--- src/rtl/id_hazard_unit.sv ---
// rtl/id_hazard_unit.sv - ID-stage hazard detection, operand forwarding and multi-cycle scoreboard
//
// Optional feature macro: ID_HAZARD_PERF_EN (adds stall_cycles / mc_full_cycles counters)
//
// Ports:
//   clk, rst                   clock, synchronous active-high reset
//   Ins_D                      instruction in ID (rs1 [15+:W], rs2 [20+:W], rd [7+:W])
//   use_rs1_D, use_rs2_D       ID instruction reads rs1 / rs2
//   RegWrite_D, branch_D, mc_D ID writes rd / resolves a branch in ID / is a MUL-DIV op
//   RegWrite_E, MemRead_E, rd_E, RegWrite_M, MemRead_M, rd_M, RegWrite_W, rd_W
//                              downstream stage write-back state
//   mc_done, mc_rd             multi-cycle result present on the W port this cycle
//   ForwardID_A, ForwardID_B   operand select: 0 = RF, 1 = WB, 2 = MEM
//   Stall_F, Stall_D, Flush_E  hazard controls
//   mc_outstanding             in-flight multi-cycle op count
//   stall_cycles, mc_full_cycles  saturating perf counters (ID_HAZARD_PERF_EN only)
//   sb_err                     sticky scoreboard protocol error
module id_hazard_unit #(
  parameter int REG_ADDR_W = 5,
  parameter int MC_DEPTH   = 2,
  parameter int FWD_MEM    = 1
) (
  input  logic                           clk,
  input  logic                           rst,
  input  logic [31:0]                    Ins_D,
  input  logic                           use_rs1_D,
  input  logic                           use_rs2_D,
  input  logic                           RegWrite_D,
  input  logic                           branch_D,
  input  logic                           mc_D,
  input  logic                           RegWrite_E,
  input  logic                           MemRead_E,
  input  logic [REG_ADDR_W-1:0]          rd_E,
  input  logic                           RegWrite_M,
  input  logic                           MemRead_M,
  input  logic [REG_ADDR_W-1:0]          rd_M,
  input  logic                           RegWrite_W,
  input  logic [REG_ADDR_W-1:0]          rd_W,
  input  logic                           mc_done,
  input  logic [REG_ADDR_W-1:0]          mc_rd,
  output logic [1:0]                     ForwardID_A,
  output logic [1:0]                     ForwardID_B,
  output logic                           Stall_F,
  output logic                           Stall_D,
  output logic                           Flush_E,
  output logic [$clog2(MC_DEPTH+1)-1:0]  mc_outstanding,
`ifdef ID_HAZARD_PERF_EN
  output logic [31:0]                    stall_cycles,
  output logic [31:0]                    mc_full_cycles,
`endif
  output logic                           sb_err
);

  localparam int NUM_REGS = 2 ** REG_ADDR_W;
  localparam int CNT_W    = $clog2(MC_DEPTH + 1);
  localparam logic [CNT_W-1:0] CNT_FULL = CNT_W'(MC_DEPTH);
  localparam logic FWD_MEM_EN = (FWD_MEM != 0);

  logic [REG_ADDR_W-1:0] rs1, rs2, rd_d;
  logic [NUM_REGS-1:0]   pending, pend_eff, done_vec, set_vec;
  logic e1, e2, m1, m2, w1, w2;
  logic load_use, branch_hz, raw_hz, waw_hz, cap_hz, hazard;
  logic done_ok, issue;
  logic unused_ins;

  assign rs1  = Ins_D[15 +: REG_ADDR_W];
  assign rs2  = Ins_D[20 +: REG_ADDR_W];
  assign rd_d = Ins_D[7 +: REG_ADDR_W];
  // Opcode/funct bits are decoded elsewhere; only the register fields matter here.
  assign unused_ins = ^Ins_D;

  function automatic logic stage_hit(input logic we, input logic [REG_ADDR_W-1:0] rd,
                                     input logic [REG_ADDR_W-1:0] rs, input logic use_rs);
    return we && (rd != '0) && (rd == rs) && use_rs;
  endfunction

  // A load still in MEM has no data yet, so it can never feed the MEM path.
  function automatic logic [1:0] fwd_sel(input logic m_hit, input logic w_hit, input logic m_load);
    if (FWD_MEM_EN && m_hit && !m_load) return 2'd2;
    if (w_hit)                         return 2'd1;
    return 2'd0;
  endfunction

  assign e1 = stage_hit(RegWrite_E, rd_E, rs1, use_rs1_D);
  assign e2 = stage_hit(RegWrite_E, rd_E, rs2, use_rs2_D);
  assign m1 = stage_hit(RegWrite_M, rd_M, rs1, use_rs1_D);
  assign m2 = stage_hit(RegWrite_M, rd_M, rs2, use_rs2_D);
  assign w1 = stage_hit(RegWrite_W, rd_W, rs1, use_rs1_D);
  assign w2 = stage_hit(RegWrite_W, rd_W, rs2, use_rs2_D);

  // A register whose multi-cycle result lands this cycle is no longer a hazard:
  // the consumer picks the value up through the WB forward path.
  assign done_vec = mc_done ? (NUM_REGS'(1) << mc_rd) : '0;
  assign pend_eff = pending & ~done_vec;
  assign set_vec  = (NUM_REGS'(1) << rd_d) & ~NUM_REGS'(1);

  assign load_use  = (e1 || e2) && MemRead_E;
  assign branch_hz = branch_D && (e1 || e2 || ((m1 || m2) && MemRead_M) ||
                                  (!FWD_MEM_EN && (m1 || m2)));
  assign raw_hz    = (use_rs1_D && pend_eff[rs1]) || (use_rs2_D && pend_eff[rs2]);
  assign waw_hz    = RegWrite_D && pend_eff[rd_d];
  assign cap_hz    = mc_D && (mc_outstanding == CNT_FULL);
  assign hazard    = !rst && (load_use || branch_hz || raw_hz || waw_hz || cap_hz);

  assign issue   = mc_D && RegWrite_D && !hazard && !rst;
  assign done_ok = mc_done && (mc_outstanding != '0) && pending[mc_rd];

  always_comb begin
    ForwardID_A = 2'd0;
    ForwardID_B = 2'd0;
    if (!rst) begin
      ForwardID_A = fwd_sel(m1, w1, MemRead_M);
      ForwardID_B = fwd_sel(m2, w2, MemRead_M);
    end
  end

  assign Stall_F = hazard;
  assign Stall_D = hazard;
  assign Flush_E = hazard;

  always_ff @(posedge clk) begin
    if (rst) begin
      pending        <= '0;
      mc_outstanding <= '0;
      sb_err         <= 1'b0;
    end else begin
      // Clear first, then set, so a same-register issue/completion leaves the bit set.
      pending <= (pending & ~(done_ok ? done_vec : '0)) | (issue ? set_vec : '0);
      if (issue && !done_ok)
        mc_outstanding <= mc_outstanding + 1'b1;
      else if (!issue && done_ok)
        mc_outstanding <= mc_outstanding - 1'b1;
      if (mc_done && !done_ok)
        sb_err <= 1'b1;
    end
  end

`ifdef ID_HAZARD_PERF_EN
  always_ff @(posedge clk) begin
    if (rst) begin
      stall_cycles   <= '0;
      mc_full_cycles <= '0;
    end else begin
      if (hazard && (stall_cycles != '1))
        stall_cycles <= stall_cycles + 32'd1;
      if (cap_hz && (mc_full_cycles != '1))
        mc_full_cycles <= mc_full_cycles + 32'd1;
    end
  end
`endif

endmodule

--- config.mk ---
export PLATFORM = sky130hd
export DESIGN_NAME = id_hazard_unit
export DESIGN_NICKNAME = d
export VERILOG_FILES = /design/src/rtl/id_hazard_unit.sv
export SDC_FILE = /design/constraint.sdc
export NUM_CORES = 1
export LEC_CHECK = 0
export ABC_AREA = 1
export ABC_CLOCK_PERIOD_IN_PS = 3650
export BUFFER_PORTS_ARGS = -buffer_cell sky130_fd_sc_hd__buf_2
export CAP_MARGIN = 10
export CELL_PAD_IN_SITES_DETAIL_PLACEMENT = 1
export CELL_PAD_IN_SITES_GLOBAL_PLACEMENT = 1
export CORE_ASPECT_RATIO = 0.6
export CORE_MARGIN = 2
export CORE_UTILIZATION = 39
export CTS_BUF_LIST = sky130_fd_sc_hd__clkbuf_4
export CTS_CLUSTER_DIAMETER = 80
export CTS_CLUSTER_SIZE = 25
export DETAILED_ROUTE_END_ITERATION = 10
export HOLD_SLACK_MARGIN = 0.06
export PLACE_DENSITY = 0.84
export SKIP_CTS_REPAIR_TIMING = 1
export SYNTH_ARGS = -nofsm -noshare
export SYNTH_HDL_FRONTEND = slang
export SYNTH_SLANG_ARGS = --single-unit
export TNS_END_PERCENT = 100
--- constraint.sdc ---
create_clock -name clk -period 3.65 [get_ports clk]
set_clock_uncertainty 0.15 [all_clocks]
set_input_delay 0.1825 -clock clk [delete_from_list [all_inputs] [get_ports clk]]
set_output_delay 0.1825 -clock clk [all_outputs]
set_load 0.1 [all_outputs]
==> impl_metrics.tcl <==
set metrics [dict create \
    antenna_found_initial 0 \
    wl_um 19800 \
    critPathMaxFanout 10 \
    synthToLayoutAreaGrowth_pct 14.2 \
    rows 28 \
    hold_violations 0 \
    synth_cell_types 40 \
    ys.warnings.count 0 \
    numCtsBuffers 5 \
    fmax_mhz 334 \
    overflow 0 \
    worstPathArrival_ns 3.10 \
    layout_common_cells "nand2_1, nand3_1, nor2_1, a21oi_1, buf_2" \
    cp-start-kind "input pin" \
    drt_iter0_markers 798 \
    io_pins 75 \
    routed_via_density 6.37 \
    h-tree-depth 2 \
    finalSetupViolations 0 \
    p_per_area_mw_per_mm2 262 \
    root_buffer "clkbuf_4" \
    holdCritPathClass "in2reg" \
    ys_seq_area_frac 0.181 \
    critPathRequiredTime_ns 3.76 \
    clk_pin_slew_ns 0.12 \
    grt.total_usage 0.365 \
    maxSlewViolCount 0 \
    min_period_over_period 0.820 \
    synth-edff-count 0 \
    die-area_sq_mm 0.0108 \
    end_kind "flop" \
    ir_drop_mv 0.196 \
    path_class "in2reg" \
    die_h_um 81.2 \
    drc 0 \
    cp_slowest_cell "nor2_1" \
    cts.path.max_buffers 2 \
    postRouteAntennaNets 0 \
    syn_avg_cell_area_sq_um 5.72 \
    leakagePower_nw 1.70 \
    layout_min_cycle_time_ns 2.99 \
    maxCapViolCount 0 \
    coreArea_sq_mm 0.00974 \
    cts_tree "yes" \
    cpPeakStageDelay_ns 0.33 \
    maxSlewHeadroom 0.577 \
    synthesis.instances 676 \
    first_global_vias 5040 \
    grt_start_max_net_pins 32 \
    clkSinkCount 35 \
    ys_seq_elements 35 \
    tns_ns 0 \
    synth_flop_cell "dfxtp_1" \
    portBuffers 57 \
    diodes 0 \
    grt_pass1_wl_um 29500 \
    via_count 5448 \
    status "finished, final reports clean" \
    clk-insertion-delay-late_ns 0.38 \
    whs_ns 0.103 \
    floorplan.initialDensity 0.397 \
    mostFrequentLayoutCell "nand2_1" \
    crit_chain "buf_2, buf_4, nand3_1, nor2_1, nand2_1, nand2_1, nand2_1, nand2_1, nor2_1, nand2_1, nand3_1, nand2_1, nand2_1, nand3_1, nand2_2, nor2_8, a21oi_2, nor3_1, ha_1, a21oi_1, o21ai_0, o21ai_0, a21oi_1" \
    wl_per_cell_um 23.1 \
    dpl.hpwl_um 14800 \
    fp.dieW_um 133 \
    drive_gt1_frac 0.153 \
    critical_path.most_common_cell "nand2_1" \
    worst_pin_slew_ns 0.634 \
    rsz0062_at_grt "false" \
    drt-pass1-iter-count 6 \
    place_congestion 1.08 \
    nets 785 \
    syn_area_sq_mm 0.00387 \
    syn_nets 742 \
    async_flop_share 0 \
]
-- metrics by stage --
step | utilization | worst slack, ns | total power [W] | area [sq um] | instances
2_1_floorplan | - | 0.110 | 0.000727 | 3870 | 676
3_3_place_gp | 0.447 | 0.488 | 0.000891 | 4360 | 846
3_5_place_dp | 0.447 | 0.408 | 0.000903 | 4360 | 846
4_1_cts | 0.453 | 0.784 | 0.00114 | 4410 | 854
5_1_grt | 0.454 | 0.346 | 0.00120 | 4420 | 855
6_report | 0.454 | 0.658 | 0.00116 | 4420 | 855
-- cell usage after synthesis, drive strengths merged, types with 6 or more instances --
library cell	number	area [sq um]
nand2	130	493
o21ai	35	175
o211ai	18	135
a21oi	61	305
nand3	109	556
inv	54	203
a22oi	6	45.0
clkbuf	27	101
o22ai	10	62.6
nor2	81	348
buf	20	130
nand4	47	294
dfxtp	35	701
-- per-layer routing --
metal | global-route usage | part of all wire | wire (um) | vias up
li1 | - | - | - | 2459
met1 | 0.544 | 0.46 | 9070 | 2593
met2 | 0.497 | 0.38 | 7600 | 354
met3 | 0.115 | 0.13 | 2650 | 42
met4 | 0.0892 | 0.024 | 468 | 0
met5 | 0 | 0 | 0 | -
-- report_power, final --
group          leakage, nW  internal [W]  switching, W
clock               0.0307     0.0000790      0.000164
combinational         1.38      0.000142      0.000366
sequential           0.283      0.000396    0.00000953
-- critical path: cells and delay by family --
kind	cells	cell delay, ns
AOI/OAI and AO/OA	5	0.52
adders and majority gates	1	0.29
buffers and inverters	2	0.30
and+or+nand+nor	15	1.82
-- layout make-up --
type	instances	area (sq um)
Clock inverter	2	7.51
Tap cell	135	169
Timing Repair Buffer	83	553
Clock buffer	6	45.0
Fill cell	1423	5320
Sequential cell	35	701
Multi-Input combinational cell	537	2730
Inverter	57	214
-- logic make-up after synthesis --
logic type / share of synthesized area
buffers and inverters: 0.115
xor gates and xnor gates: 0.0158
AOI/OAI and AO/OA: 0.225
adders and majority gates: 0.00323
and+or+nand+nor: 0.460
DFF: 0.181
-- path summary, 6_finish.rpt --
check	from	to	slack (ns)	cells after the start
hold / removal	rst	mc_outstanding[0]	0.10	2
hold reg to reg	pending[16]	pending[16]	0.34	2
setup reg to reg	pending[7]	mc_outstanding[1]	0.75	18
setup / recovery	mc_rd[2]	mc_outstanding[1]	0.66	23
-- state kept, by name, summed over array words and instances (netlist names) --
register	flops
mc_outstanding	2
pending	32
sb_err	1
Note: power is estimated with default switching activity, not from simulation.
